--- config.mk ---
export PLATFORM = sky130hd
export DESIGN_NAME = multi_synch_flat
export DESIGN_NICKNAME = d
export VERILOG_FILES = /design/src/rtl/multi_synch_if.sv /design/src/rtl/multi_synch.sv /design/src/flat_wrapper.sv
export SDC_FILE = /design/constraint.sdc
export NUM_CORES = 1
export LEC_CHECK = 0
export ABC_AREA = 1
export BUFFER_PORTS_ARGS = -buffer_cell sky130_fd_sc_hd__clkbuf_2
export CAP_MARGIN = 20
export CORE_MARGIN = 1
export CORE_UTILIZATION = 45
export DETAILED_ROUTE_END_ITERATION = 8
export HOLD_SLACK_MARGIN = 0.05
export PLACE_DENSITY = 0.66
export SYNTH_ARGS = -nofsm -noshare
export SYNTH_HDL_FRONTEND = slang
export SYNTH_SLANG_ARGS = --single-unit
--- constraint.sdc ---
create_clock -name clk -period 1.35 [get_ports clk]
set_input_delay 0.0675 -clock clk [delete_from_list [all_inputs] [get_ports clk]]
set_output_delay 0.0675 -clock clk [all_outputs]
set_load 0.005 [all_outputs]
--- src/rtl/multi_synch_if.sv ---
// Bundles the raw inputs, edge mode and conditioned outputs of multi_synch.
interface multi_synch_if #(
  parameter int unsigned CHANNELS = 4
);
  logic [CHANNELS-1:0] asynch_in;
  logic [1:0]          edge_mode;
  logic [CHANNELS-1:0] level_out;
  logic [CHANNELS-1:0] pulse_out;
  logic                any_pulse;

  modport master (
    output asynch_in, edge_mode,
    input  level_out, pulse_out, any_pulse
  );

  modport slave (
    input  asynch_in, edge_mode,
    output level_out, pulse_out, any_pulse
  );
endinterface

--- src/rtl/multi_synch.sv ---
// Multi-channel input conditioner: per-channel synchroniser chain, glitch
// filter requiring FILTER consecutive disagreeing cycles, and edge pulse.
module multi_synch #(
  parameter int unsigned         CHANNELS = 4,
  parameter int unsigned         STAGES   = 2,
  parameter int unsigned         FILTER   = 4,
  parameter logic [CHANNELS-1:0] RST_VAL  = '0
) (
  input logic           clk,
  input logic           rst_n,
  multi_synch_if.slave  bus
);

  localparam int unsigned      CNT_W    = $clog2(FILTER + 1);
  localparam logic [CNT_W-1:0] CNT_LAST = CNT_W'(FILTER - 1);

  logic [STAGES-1:0]   sync_q [CHANNELS];
  logic [STAGES-1:0]   sync_d [CHANNELS];
  logic [CNT_W-1:0]    cnt_q  [CHANNELS];
  logic [CNT_W-1:0]    cnt_d  [CHANNELS];
  logic [CHANNELS-1:0] sync_out;
  logic [CHANNELS-1:0] level_q, level_d;
  logic [CHANNELS-1:0] pulse_q, pulse_d;

  // Only sync[0] sees the raw input; the rest is a plain shift chain.
  always_comb begin
    for (int unsigned c = 0; c < CHANNELS; c++) begin
      sync_d[c]   = {sync_q[c][STAGES-2:0], bus.asynch_in[c]};
      sync_out[c] = sync_q[c][STAGES-1];
    end
  end

  always_comb begin
    level_d = level_q;
    pulse_d = '0;
    for (int unsigned c = 0; c < CHANNELS; c++) begin
      cnt_d[c] = '0;
      if (sync_out[c] != level_q[c]) begin
        if (cnt_q[c] == CNT_LAST) begin
          level_d[c] = sync_out[c];
          // New level 1 is a rising edge (mode bit 0), 0 is falling (bit 1).
          pulse_d[c] = sync_out[c] ? bus.edge_mode[0] : bus.edge_mode[1];
        end else begin
          cnt_d[c] = cnt_q[c] + CNT_W'(1);
        end
      end
    end
  end

  always_ff @(posedge clk or negedge rst_n) begin
    if (!rst_n) begin
      for (int unsigned c = 0; c < CHANNELS; c++) begin
        sync_q[c] <= {STAGES{RST_VAL[c]}};
        cnt_q[c]  <= '0;
      end
      level_q <= RST_VAL;
      pulse_q <= '0;
    end else begin
      for (int unsigned c = 0; c < CHANNELS; c++) begin
        sync_q[c] <= sync_d[c];
        cnt_q[c]  <= cnt_d[c];
      end
      level_q <= level_d;
      pulse_q <= pulse_d;
    end
  end

  assign bus.level_out = level_q;
  assign bus.pulse_out = pulse_q;
  assign bus.any_pulse = |pulse_q;

endmodule

--- src/flat_wrapper.sv ---
// flat-port wrapper written by rule: the top's interface ports become plain ports
module multi_synch_flat 
#(
  parameter int unsigned         CHANNELS = 4,
  parameter int unsigned         STAGES   = 2,
  parameter int unsigned         FILTER   = 4,
  parameter logic [CHANNELS-1:0] RST_VAL  = '0
)
  (clk, rst_n, bus_asynch_in, bus_edge_mode, bus_level_out, bus_pulse_out, bus_any_pulse);
  multi_synch_if #(.CHANNELS(CHANNELS)) bus_i ();
  input logic clk;
  input logic rst_n;
  input wire logic [$bits(bus_i.asynch_in)-1:0] bus_asynch_in;
  input wire logic [$bits(bus_i.edge_mode)-1:0] bus_edge_mode;
  output wire logic [$bits(bus_i.level_out)-1:0] bus_level_out;
  output wire logic [$bits(bus_i.pulse_out)-1:0] bus_pulse_out;
  output wire logic [$bits(bus_i.any_pulse)-1:0] bus_any_pulse;
  assign bus_i.asynch_in = bus_asynch_in;
  assign bus_i.edge_mode = bus_edge_mode;
  assign bus_level_out = bus_i.level_out;
  assign bus_pulse_out = bus_i.pulse_out;
  assign bus_any_pulse = bus_i.any_pulse;
  multi_synch #(.CHANNELS(CHANNELS), .STAGES(STAGES), .FILTER(FILTER), .RST_VAL(RST_VAL)) u_core (.clk(clk), .rst_n(rst_n), .bus(bus_i));
endmodule
# Yosys cells after proc, flatten, opt, wreduce, memory -nomap -nowiden
# Cells that the tools add are included.
# op_classes
addsub,4
n_eq_ne,8
muxes,20
n_reduce_logical,5
# ops
cell,count
2-to-1 mux 3 bit,8
"adder 3 x 1 -> 3 bit, second input constant",4
"== test 3 x 2 -> 1 bit, second input constant",4
2-to-1 mux 1 bit,12
AND reduction 2 bit,4
inequality test 1 bit,4
OR reduction 4 bit,1
# totals
ff_bits,28
input_bits,8
out_inout_bits,9

# Logic depth before layout (Yosys ltp)
# Gate-level depths: netlist of run 1.
# depth
depth_word,3
ltp_mapped,5

# Worst setup path before layout of run 1
# Ideal clock, no wire load.
# synth_timing
path_type,register to register
startpoint,reg u_core.cnt_q[9] (netlist name)
endpoint,reg u_core.pulse_q[0] (netlist: u_core.bus.pulse_out[0])
setup_ns,0.130
arrival_ns,0.795
required_ns,1.220
slack_ns,0.425
stages_incl_launch_ff,6
path_buffers,0
synth_period_minus_slack_ns,0.925
cell_sequence,dfrtp_1 -> ha_1 -> nand2_1 -> inv_1 -> nand2_1 -> nor2_1
# synth_via
elab_chain_len,3
# synth_lines
element,line,text
start: declaration,multi_synch.sv:19,logic [CNT_W-1:0] cnt_q [CHANNELS];
start signal: indexed assignment,multi_synch.sv:61,cnt_q[c] <= cnt_d[c];
== test 3 x 2 -> 1 bit,multi_synch.sv:39,if (cnt_q[c] == CNT_LAST) begin
2-to-1 mux 1 bit,multi_synch.sv:39,
2-to-1 mux 1 bit,multi_synch.sv:38,if (sync_out[c] != level_q[c]) begin
net u_core.pulse_d[0],multi_synch.sv:23,"logic [CHANNELS-1:0] pulse_q, pulse_d;"
end signal: assignment,multi_synch.sv:64,pulse_q <= pulse_d;
end: declaration,multi_synch.sv:23,
# The timed path passes the listed nets, and every way through them passes these cells.
# A chain may end at the register's enable or synchronous reset.

# Final worst setup path of run 1
# layout_timing
startpoint,reg u_core.pulse_q[1] (netlist: u_core.bus.pulse_out[1])
endpoint,out bus_any_pulse
# layout_via
elab_chain_len,1
# layout_lines
element,line,text
OR reduction 4 bit,multi_synch.sv:70,assign bus.any_pulse = |pulse_q;
end: declaration,flat_wrapper.sv:17,output wire logic [$bits(bus_i.any_pulse)-1:0] bus_any_pulse;
# No other way between the ends.

==> results of run 1 <==
==> registers in the layout, indices dropped and copies added, names as in the netlist <==
register / flops
u_core.sync_out: 4
u_core.cnt_q: 12
u_core.bus.level_out: 4
u_core.bus.pulse_out: 4
u_core.sync_d: 4
==> cells in the mapped netlist (all sizes together) <==
| library cell | number | area (um^2) |
|---|---|---|
| dfrtp | 28 | 700.7 |
| xnor2 | 4 | 35.03 |
| or2 | 4 | 25.02 |
| nand2 | 32 | 120.1 |
| ha | 4 | 50.05 |
| o21ai | 4 | 20.02 |
| nor2 | 18 | 67.56 |
| inv | 17 | 63.81 |
==> through the flow <==
stage / total power (uW) / area, um^2
CTS: 1990 / 1270
global route: 2142 / 1270
global placement: 1623 / 1197
finish: 1956 / 1270
floorplan: 1470 / 1082
detailed placement: 1669 / 1197
==> worst min-delay path, stage by stage <==
cell,delay [ns]
clkbuf_2,0.12
nand2_1,0.07
nand2_1,0.04
nand2_1,0.05
nor2_1,0.03
==> path summary, 6_finish.rpt <==
kind,start,endpoint,slack [ns]
worst max register to register,u_core.cnt_q[9]$_DFF_PN0_,u_core.bus.pulse_out[0]$_DFF_PN0_,0.32
worst min-delay path,bus_edge_mode[1],u_core.bus.pulse_out[2]$_DFF_PN0_,0.1
worst min register to register,u_core.sync_d[7]$_DFF_PN0_,u_core.sync_out[0]$_DFF_PN0_,0.36
worst max-delay path,u_core.bus.pulse_out[1]$_DFF_PN0_,bus_any_pulse,0.32
max in group asynchronous,rst_n,u_core.cnt_q[11]$_DFF_PN0_,0.63
min in group asynchronous,rst_n,u_core.cnt_q[5]$_DFF_PN0_,0.30
==> final cells by class <==
type | count | area (um^2) | share of cell area, %
Tap cell | 28 | 35.03 | 2.759
Timing Repair Buffer | 21 | 130.1 | 10.25
Sequential cell | 28 | 700.7 | 55.17
Inverter | 17 | 63.81 | 5.025
Clock buffer | 3 | 22.52 | 1.773
Multi-Input combinational cell | 66 | 317.8 | 25.02
==> power groups by stage <==
| stage | Sequential (uW) | Combinational, uW | Clock [uW] |
|---|---|---|---|
| 2_1_floorplan | 1110 | 357 | 0 |
| 3_3_place_gp | 1120 | 506 | 0 |
| 3_5_place_dp | 1130 | 534 | 0 |
| 4_1_cts | 1120 | 549 | 325 |
| 5_1_grt | 1130 | 646 | 365 |
| 6_report | 1110 | 534 | 309 |
==> layer usage <==
layer	vias up	routed length, um	global-route usage, %
met5	-	0	0
met4	0	16	6.944
met3	2	46	1.786
met2	14	768	27.19
met1	337	748	18.54
li1	375	-	-
==> timing repair <==
| action | 4_1_cts | 5_1_grt |
|---|---|---|
| hold endpoints to repair | 32 | 0 |
| resized for setup | 0 | 0 |
| hold buffers | 5 | 0 |
==> cells by family (layout without fill, tap and decap cells) <==
family | Yosys count | after routing | synth area share (%)
flops | 28 | 28 | 64.74
simple gates | 54 | 54 | 19.65
xor+xnor | 4 | 4 | 3.237
compound gates | 4 | 4 | 1.850
buf+inv | 17 | 41 | 5.896
fa+ha+maj | 4 | 4 | 4.624
==> flow_summary.ini, run 1 <==
[status]
status = completed

[finish]
final_cells = 163
drive_gt1_share_pct = 14.07
layout_common_cells = 32 x nand2_1, 28 x dfrtp_1, 18 x nor2_1
final_util_pct = 56.86
antennaDiodeCount = 0
nFillCells = 202
area_growth_pct = 17.34
final_common_cell = nand2_1
fin_nets = 149

[place]
hpwl_um = 1203
dpl_worst_slack_ns = 0.3371
port_buffers = 16
routabilityCongestion = 0.7511
dp_cells = 155

[worst_setup_path]
path_delay_family = flip-flops
cp-start-kind = register
worstPathArrival_ns = 0.96
cp_max_fo = 2
cp.depth = 3
cp.required_ns = 1.28
criticalPathCategory = register to output port
r2r_cells = 5
cp_slowest_cell = dfrtp_1
cp_num_buf_inv = 1
cpPeakStageDelay_ns = 0.40
crit_chain = nor2_1 -> nand2_1 -> clkbuf_2
end_kind = output port

[hold_path]
min_path_type = input pin to register
hold_depth = 5

[logic_synthesis]
synth_area_per_cell_um2 = 9.750
yosys_warnings = 0
syn-cell-area_um2 = 1082
ys_types = 8
ys_seq_elements = 28
syn_inst = 111
seq_area_frac_synth_pct = 64.74
syn-num-nets = 123

[drt]
drtIter0Drc = 11
wl_um = 1579
drc = 0
vias = 728
drt-wirelength-per-cell_um = 9.687
post_drt_via_cell_ratio = 4.466
ant_nets = 0
first_pass_iters = 4

[floorplan]
die_area_um2 = 2605
coreArea_um2 = 2233
pin_count = 17
start_util_pct = 48.46
core.rowCount = 17
die_y_um = 51.04
die_w_um = 51.04

[sta]
period_share_pct = 76.39
fmax_mhz = 969.7
fin_crit_ns = 1.031
whs_ns = 0.09631
setup_violations = 0
worstMarginPinSlew_ns = 0.6476
rsz0062_at_grt = no
max_slew_margin_pct = 56.83
setup_ws_ns = 0.3187
tns_ns = 0
finalHoldViolCount = 0
drv_slew = 0
skew_ns = 0.001040

[global_route]
grt_max_degree = 29
grt_pass1_vias = 730
grt_util_all_layers_pct = 15.35
grt_pass1_wl_um = 2932
grt_overflow = 0
antenna_found_initial = 0

[clock_tree]
clock_latency_ns = 0.30
cts_buffers = 3
cts_setup_buffers = 0
cts_max_path_buffers = 2
clk_pin_slew_ns = 0.13
cts.sinks = 28
cts-root-buf = clkbuf_4
htreeDepth = 1
tritoncts = yes

[pwr]
pwr-share-seq_pct = 56.9
power_leakage_uw = 0.0007157
p_comb_share_pct = 27.3
p_clk_share_pct = 15.8
swShare_pct = 31.29
power_density_nw_per_um2 = 1540
vdd_ir_drop_max_uv = 819.8
internal-power_uw = 1344
switchingPower_uw = 612.1

[flow_run]
maxCapViolCount = 0
Power figures use the tool's default switching activity.
==> run 2: changes to the inputs <==
==> constraint.sdc (replaced) <==
create_clock -name clk -period 1 [get_ports clk]
set_input_delay 0.05 -clock clk [delete_from_list [all_inputs] [get_ports clk]]
set_output_delay 0.05 -clock clk [all_outputs]
set_load 0.005 [all_outputs]
==> run 2 against run 1 <==
The flow now finishes with violations (negative setup slack). Worst hold slack better by 0.13 ns. First-iteration DRC count is 55% lower. Utilization is 4.8 points higher. Global-route usage is 0.32 points higher. Die area stayed put. Via count is 6.9% higher. Worst setup slack worse by 0.37 ns. Non-clock buffer count is 4 higher. Final cell count is 3.1% higher. Combinational power is 61% higher. Sequential share of layout area is 4.3 points lower. Total power is 50% higher. Largest power group unchanged.
==> flow_summary.ini, run 2 (synthesized netlist as in run 1, its figures left out) <==
[floorplan]
coreArea_um2 = 2233
die_w_um = 51.04
die_area_um2 = 2605
start_util_pct = 48.46
core.rowCount = 17
pin_count = 17
die_y_um = 51.04

[sta]
whs_ns = 0.2251
setup_ws_ns = -0.04881
rsz0062_at_grt = yes
skew_ns = 0.006196
max_slew_margin_pct = 77.83
period_share_pct = 104.9
fin_crit_ns = 1.049
finalHoldViolCount = 0
drv_slew = 0
setup_violations = 1
tns_ns = -0.04881
worstMarginPinSlew_ns = 0.3326
fmax_mhz = 953.5

[worst_setup_path]
end_kind = output port
cp_max_fo = 2
criticalPathCategory = register to output port
cp-start-kind = register
worstPathArrival_ns = 1.00
cp.required_ns = 0.95

[finish]
drive_gt1_share_pct = 25.00
antennaDiodeCount = 0
regMostFlops = u_core.cnt_q
fin_nets = 153
layout_common_cells = 28 x nand2_1, 28 x dfrtp_1, 17 x inv_1, 17 x nor2_1, 16 x clkbuf_2
largest_register_ffs = 12
area_growth_pct = 27.17

[global_route]
grt_pass1_wl_um = 2856
antenna_found_initial = 0
grt_pass1_vias = 731
grt_util_all_layers_pct = 15.67
grt_max_degree = 29
grt_overflow = 0

[drt]
post_drt_via_cell_ratio = 4.631
vias = 778
drt-wirelength-per-cell_um = 10.30
wl_um = 1731
ant_nets = 0
drtIter0Drc = 5
first_pass_iters = 4
drc = 0

[clock_tree]
htreeDepth = 1
cts_max_path_buffers = 2
cts_buffers = 3
tritoncts = yes
cts-root-buf = clkbuf_4
clk_pin_slew_ns = 0.15
cts.sinks = 28
clock_latency_ns = 0.33

[pwr]
vdd_ir_drop_max_uv = 1768
internal-power_uw = 2000
switchingPower_uw = 937.7
power_density_nw_per_um2 = 2135
power_leakage_uw = 0.0007563
swShare_pct = 31.92
pwr-share-seq_pct = 52.0
p_clk_share_pct = 18.7
p_comb_share_pct = 29.3

[place]
routabilityCongestion = 0.7630
hpwl_um = 1206
port_buffers = 16
dpl_worst_slack_ns = 0.01020

[hold_path]
min_path_type = input pin to async pin

[status]
status = complete, but fails checks
violations = negative setup slack

[flow_run]
maxCapViolCount = 0
-- run 2: routing by layer --
metal / track usage [%] / vias to the layer above / share of wire [%]
li1: - / 383 / -
met1: 17.76 / 365 / 43
met2: 26.75 / 24 / 49
met3: 3.869 / 6 / 4.3
met4: 8.796 / 0 / 2.8
met5: 0 / - / 0
-- run 2: power by group through the flow --
stage	registers (uW)	clock network, uW	logic (uW)
after floorplan	1500	0	482
after global placement	1510	0	713
after detailed placement	1530	0	763
after CTS	1500	559	808
after global routing	1550	602	991
final	1530	549	862
-- run 2: timing repair --
| item | CTS | global route |
|---|---|---|
| gates cloned | 0 | 0 |
| hold buffers | 7 | 0 |
| pin swaps | 3 | 13 |
| endpoints found under the setup margin | 9 | 18 |
| resized for setup | 4 | 10 |
| setup buffers | 0 | 0 |
| endpoints found under the hold margin | 33 | 0 |
-- run 2: area by class of cell --
cell class	count	area, um^2
clock buffers	4	36.28
inverters	17	63.81
well taps	28	35.03
flip-flops and latches	28	700.7
repair buffers	25	165.2
fillers	192	857.1
multi-input cells	66	375.4
-- run 2: path summary, 6_finish.rpt --
check | from | end | slack, ns | cells after the start
max | u_core.bus.pulse_out[0]$_DFF_PN0_ | bus_any_pulse | -0.05 | 3
min | rst_n | u_core.cnt_q[3]$_DFF_PN0_ | 0.23 | 3
max reg2reg | u_core.cnt_q[6]$_DFF_PN0_ | u_core.cnt_q[8]$_DFF_PN0_ | 0.04 | 3
min reg2reg | u_core.sync_d[3]$_DFF_PN0_ | u_core.sync_out[2]$_DFF_PN0_ | 0.37 | 0
max in group asynchronous | rst_n | u_core.cnt_q[0]$_DFF_PN0_ | 0.52 | 3
min in group clk | bus_asynch_in[2] | u_core.sync_d[3]$_DFF_PN0_ | 0.36 | 2
-- run 2: worst max-delay path, cell delays in order, from the launching register on --
cell and delay [ns]:
dfrtp_1 0.42, nor2_1 0.09, nand2_1 0.06, clkbuf_2 0.10
-- run 2: through the flow --
stage	instance area (um^2)	cells	total power [uW]	util [%]
2_1_floorplan	1082	111	1984	-
6_report	1376	168	2938	61.62
4_1_cts	1329	168	2870	59.50
3_5_place_dp	1212	157	2290	54.29
5_1_grt	1376	168	3147	61.62
3_3_place_gp	1212	157	2222	54.29
